[src/rtl/output_port_tx.sv]
// output_port_tx
//   Transmit side of a router output port. Arbitrates among the input ports'
//   new-flit requests, locks onto the winning input for a whole wormhole
//   packet (head to tail), and forwards each flit through a one-entry output
//   register onto a valid/ready link. The input whose flit is captured gets a
//   one-cycle grant so it can pop.
//
//   Configuration macro: ROUND_ROBIN_EN
//     defined   : IDLE arbitration is round-robin from a rotating pointer
//     undefined : fixed priority, lowest port index wins
//
//   Ports
//     clk       in   clock, rising edge
//     rst_n     in   synchronous active-low reset
//     req       in   [PORTS]        per-port new-flit request
//     flit_in   in   [PORTS*FLIT_W] port 0 in the most significant FLIT_W bits
//     grant     out  [PORTS]        one-hot pop pulse for the captured port
//     tx_valid  out                 output register holds a flit
//     tx_flit   out  [FLIT_W]       flit to downstream
//     tx_ready  in                  downstream accepts tx_flit this edge
//     locked    out                 a packet is in progress
//     cur_port  out  [3]            locked port, 0 when unlocked
//     err       out                 sticky protocol-error flag
//
//   Flit type lives in the two most significant bits of each flit:
//   10 head, 00 body, 01 tail, 11 single.

`ifndef FLIT_SIZE
`define FLIT_SIZE 16
`endif

module output_port_tx #(
  parameter int unsigned PORTS  = 5,
  parameter int unsigned FLIT_W = `FLIT_SIZE
) (
  input  logic                      clk,
  input  logic                      rst_n,
  input  logic [PORTS-1:0]          req,
  input  logic [PORTS*FLIT_W-1:0]   flit_in,
  output logic [PORTS-1:0]          grant,
  output logic                      tx_valid,
  output logic [FLIT_W-1:0]         tx_flit,
  input  logic                      tx_ready,
  output logic                      locked,
  output logic [2:0]                cur_port,
  output logic                      err
);

  typedef enum logic {IDLE, LOCK} state_t;

  state_t            state_q;
  logic              tx_valid_q;
  logic [FLIT_W-1:0] tx_flit_q;
  logic [2:0]        cur_port_q;
  logic              err_q;

  logic [FLIT_W-1:0] flit [PORTS];
  logic [PORTS-1:0]  is_start;   // head or single
  logic [PORTS-1:0]  cand;
  logic              bad_idle;
  logic              win_vld;
  logic [2:0]        win_idx;
  logic [FLIT_W-1:0] win_flit;
  logic              cap;

  // Ascending-numbered concatenation: port 0 sits in the top bits.
  always_comb begin
    for (int unsigned i = 0; i < PORTS; i++) begin
      flit[i]     = flit_in[(PORTS-i)*FLIT_W-1 -: FLIT_W];
      is_start[i] = flit[i][FLIT_W-1];
    end
  end

  always_comb begin
    cand     = '0;
    bad_idle = 1'b0;
    if (state_q == IDLE) begin
      cand     = req & is_start;
      bad_idle = |(req & ~is_start);
    end else begin
      cand[cur_port_q] = req[cur_port_q];
    end
  end

`ifdef ROUND_ROBIN_EN
  logic [2:0]  rr_ptr_q;
  int unsigned rr_idx;

  // In LOCK only cur_port can be a candidate, so the pointer is irrelevant there.
  always_comb begin
    win_vld = 1'b0;
    win_idx = '0;
    rr_idx  = 0;
    for (int unsigned k = 0; k < PORTS; k++) begin
      rr_idx = (32'(rr_ptr_q) + k) % PORTS;
      if (!win_vld && cand[rr_idx]) begin
        win_vld = 1'b1;
        win_idx = 3'(rr_idx);
      end
    end
  end
`else
  always_comb begin
    win_vld = 1'b0;
    win_idx = '0;
    for (int unsigned k = 0; k < PORTS; k++) begin
      if (!win_vld && cand[k]) begin
        win_vld = 1'b1;
        win_idx = 3'(k);
      end
    end
  end
`endif

  always_comb begin
    win_flit = flit[win_idx];
    cap      = rst_n & win_vld & (~tx_valid_q | tx_ready);
    grant    = '0;
    if (cap) grant[win_idx] = 1'b1;
  end

  always_ff @(posedge clk) begin
    if (!rst_n) begin
      state_q    <= IDLE;
      tx_valid_q <= 1'b0;
      tx_flit_q  <= '0;
      cur_port_q <= '0;
      err_q      <= 1'b0;
`ifdef ROUND_ROBIN_EN
      rr_ptr_q   <= '0;
`endif
    end else begin
      if (bad_idle) err_q <= 1'b1;
      if (cap) begin
        tx_flit_q  <= win_flit;
        tx_valid_q <= 1'b1;
`ifdef ROUND_ROBIN_EN
        if (win_flit[FLIT_W-1])
          rr_ptr_q <= (win_idx == 3'(PORTS-1)) ? '0 : win_idx + 3'd1;
`endif
        if (state_q == IDLE) begin
          if (!win_flit[FLIT_W-2]) begin
            state_q    <= LOCK;
            cur_port_q <= win_idx;
          end
        end else if (win_flit[FLIT_W-1]) begin
          // Head/single inside a packet: forward it, flag, and drop the lock.
          err_q      <= 1'b1;
          state_q    <= IDLE;
          cur_port_q <= '0;
        end else if (win_flit[FLIT_W-2]) begin
          state_q    <= IDLE;
          cur_port_q <= '0;
        end
      end else if (tx_valid_q && tx_ready) begin
        tx_valid_q <= 1'b0;
      end
    end
  end

  assign tx_valid = tx_valid_q;
  assign tx_flit  = tx_flit_q;
  assign locked   = (state_q == LOCK);
  assign cur_port = cur_port_q;
  assign err      = err_q;

endmodule

[config.mk]
export PLATFORM = sky130hd
export DESIGN_NAME = output_port_tx
export DESIGN_NICKNAME = d
export VERILOG_FILES = /design/src/rtl/output_port_tx.sv
export SDC_FILE = /design/constraint.sdc
export NUM_CORES = 1
export LEC_CHECK = 0
export ABC_AREA = 1
export BUFFER_PORTS_ARGS = -buffer_cell sky130_fd_sc_hd__buf_2
export CAP_MARGIN = 40
export CORE_MARGIN = 2
export CORE_UTILIZATION = 39
export DETAILED_ROUTE_END_ITERATION = 8
export GPL_ROUTABILITY_DRIVEN = 0
export PLACE_DENSITY = 0.88
export SETUP_SLACK_MARGIN = 0.1
export SLEW_MARGIN = 20
export SYNTH_ARGS = -nofsm -noshare
export SYNTH_HDL_FRONTEND = slang
export SYNTH_SLANG_ARGS = --single-unit
[constraint.sdc]
create_clock -name clk -period 2.08 [get_ports clk]
set_clock_uncertainty 0.15 [all_clocks]
set_input_delay 0.104 -clock clk [delete_from_list [all_inputs] [get_ports clk]]
set_output_delay 0.104 -clock clk [all_outputs]
set_load 0.01 [all_outputs]
==> impl_metrics.json <==
{
  "synth.distinct_cells": 27,
  "combinationalPowerShare_pct": 58.2,
  "cts_tree": "built",
  "synth_edf_count": 0,
  "synth_common_cells": "nand2_1, a21oi_1, nand3_1",
  "avgViaCountPerCell": 5.54,
  "clock_sinks": 22,
  "coreArea_um2": 4380,
  "rows": 24,
  "setup_tns_ps": -4380,
  "fin_crit_ps": 2350,
  "synth_seq_area_share_pct": 24.7,
  "num_vias": 2787,
  "syn_to_final_growth_pct": 83.0,
  "crit_path_max_incr_delay_ps": 410,
  "first_pass_iters": 5,
  "worstMarginPinSlew_ps": 354,
  "synthCells": 290,
  "antenna_found_initial": 0,
  "slew_viol_final": 0,
  "nets": 540,
  "n_fill_cell": 309,
  "max_freq_mhz": 426,
  "p_leak_uw": 0.00161,
  "ios": 115,
  "die-area_um2": 5130,
  "drv_cap": 0,
  "worstPathRequired_ps": 2090,
  "remaining_drc_errors": 0,
  "cts-htree-levels": 1,
  "routed_wl_mm": 7.92,
  "period_share_pct": 113,
  "ys.flop_type": "dfxtp_1",
  "numCtsBuffers": 3,
  "seq_power_share_pct": 26.5,
  "dieWidth_um": 71.6,
  "p_per_area_nw_per_um2": 628,
  "power.switching_uw": 871,
  "max-vdd-ir-drop_v": 0.000472,
  "dp.final_hpwl_mm": 5.12,
  "grt_max_degree": 23,
  "hold_path_class": "in2reg",
  "cts_max_path_buffers": 2,
  "fin_ws_ps": -269,
  "syn_nets": 378,
  "synth.avg_cell_area_um2": 6.15,
  "startpoint_type": "flip-flop",
  "yosysTopAreaCell": "dfxtp_1",
  "grt_pass1_vias": 2656,
  "drt_iter0_markers": 145,
  "grt.total_usage_pct": 28.3,
  "synth_top_area_share_pct": 24.7,
  "yosys_warnings": 0,
  "grt_pass1_wl_mm": 11.8,
  "criticalPathCategory": "reg2reg",
  "portBuffers": 114,
  "ctsRootBufferMaster": "clkbuf_8",
  "swShare_pct": 42.5,
  "cpMostUsedCell": "nor2_4",
  "hold_violations": 0,
  "diodes": 0,
  "synth_area_um2": 1780,
  "violations": "setup timing",
  "insertion_delay_ps": 260,
  "whs_ps": 69.5,
  "crit_path_end_kind": "flip-flop",
  "pwr-share-clk_pct": 15.3,
  "synthArstFlopShare_pct": 0,
  "utilization_pct": 74.5,
  "internal_power_uw": 1180,
  "postRouteAntennaNets": 0,
  "die_height_um": 71.6,
  "status": "finished, violations left",
  "setup_viol": 26,
  "floorplan.initialDensity_pct": 40.7,
  "grt_overflow": 0,
  "critPathArrivalTime_ps": 2360,
  "cp_cell_sequence": "inv_6 > nand4_1 > nand2_2 > nor2_4 > nor2_4 > nor2_4 > buf_4 > nor2_4 > inv_1 > nor2_1 > nor2_1 > nand2_1 > nand2_2 > nand2_2 > nand2_4 > nand3_2 > nand2_1 > nor2_1",
  "slowest_stage": "dfxtp_4",
  "worstPathMaxFanout": 6,
  "fin_cells": 503,
  "rsz0062_at_grt": "yes",
  "clk_pin_slew_ps": 80,
  "pre_cts_ws_ps": -141,
  "synth_most_common_cell": "nand2_1",
  "maxSlewHeadroom_pct": 76.4,
  "placed_cells": 464,
  "post_route_cells_drive_above_1_share_pct": 53.7,
  "wire_per_inst_um": 15.7,
  "synth_area_leaders": "dfxtp_1, nand2_1, a21oi_1, nand3_1, o21ai_0",
  "ys_seq_elements": 22
}
-- worst paths after layout --
kind / depth (start not counted) / startpoint / endpoint / slack (ps)
max: 18 / cur_port[0]$_SDFFE_PN0P_ / cur_port[0]$_SDFFE_PN0P_ / -270
max reg2reg: 18 / cur_port[0]$_SDFFE_PN0P_ / cur_port[0]$_SDFFE_PN0P_ / -270
min: 4 / tx_ready / tx_valid$_SDFFE_PN0P_ / 70
min reg2reg: 2 / tx_flit[15]$_SDFFE_PN0P_ / tx_flit[15]$_SDFFE_PN0P_ / 330
-- what timing repair did --
item                                    in CTS  in global routing
hold endpoints to repair                    14                  0
pin swaps                                   19                 28
gates cloned                                 1                  0
setup buffers                               14                  6
endpoints found under the setup margin      26                 26
gates resized for setup                     39                 48
hold buffers                                14                  0
-- area by class of cell --
cell class | count | area [µm²] | share of cell area, %
clock buffers | 4 | 55.1 | 1.69
inverters | 25 | 111 | 3.41
multi-input cells | 229 | 1480 | 45.2
flip-flops and latches | 22 | 455 | 13.9
well taps | 52 | 65.1 | 1.99
repair buffers | 171 | 1100 | 33.8
-- logic make-up after synthesis --
group,share of synthesized area [%]
compound gates,27.9
buf+inv,9.33
flops,24.7
simple gates,38.1
-- through the flow --
stage	instance area (µm²)	total power [µW]
after global routing	3270	2150
after detailed placement	2590	1420
final	3270	2050
after CTS	3070	1900
after floorplan	1870	1080
after global placement	2590	1400
-- placed cells by master (no fill, tap or decap), types with 4 or more instances in the layout --
master,count
nand3_1,23
o21ai_0,18
o211ai_1,14
dfxtp_1,18
nor2_1,26
a21oi_2,13
inv_1,16
buf_6,17
nor2_4,12
nand3_4,6
clkbuf_8,4
nand2_2,10
nand2_1,46
buf_2,112
a21oi_1,24
nand2_4,5
dlygate4sd3_1,14
buf_4,28
nand3_2,8
o21ai_1,6
o21ai_2,5
dfxtp_4,4
-- critical path: cells and delay by family, from the launching register on --
| family | cells | cell delay (ps) |
|---|---|---|
| flops | 1 | 410 |
| simple gates | 15 | 1400 |
| buf+inv | 3 | 290 |
-- per-layer routing --
metal | vias to the layer above | track usage (%) | wire (µm)
met2 | 189 | 51.5 | 3970
met3 | 36 | 4.78 | 672
met5 | - | 0 | 0
met4 | 0 | 9.64 | 358
li1 | 1308 | - | -
met1 | 1254 | 33.3 | 2920
-- flip-flops by register name (all words and copies together) (netlist names) --
name	count
tx_flit	16
cur_port	3
err	1
locked	1
tx_valid	1
-- power groups by stage --
| stage | Sequential [µW] | Combinational [µW] | Clock, µW |
|---|---|---|---|
| global route | 549 | 1280 | 322 |
| CTS | 536 | 1050 | 310 |
| floorplan | 569 | 516 | 0 |
| global placement | 542 | 855 | 0 |
| detailed placement | 545 | 873 | 0 |
| finish | 543 | 1190 | 314 |
No activity file was read; power rests on OpenSTA's default activity.
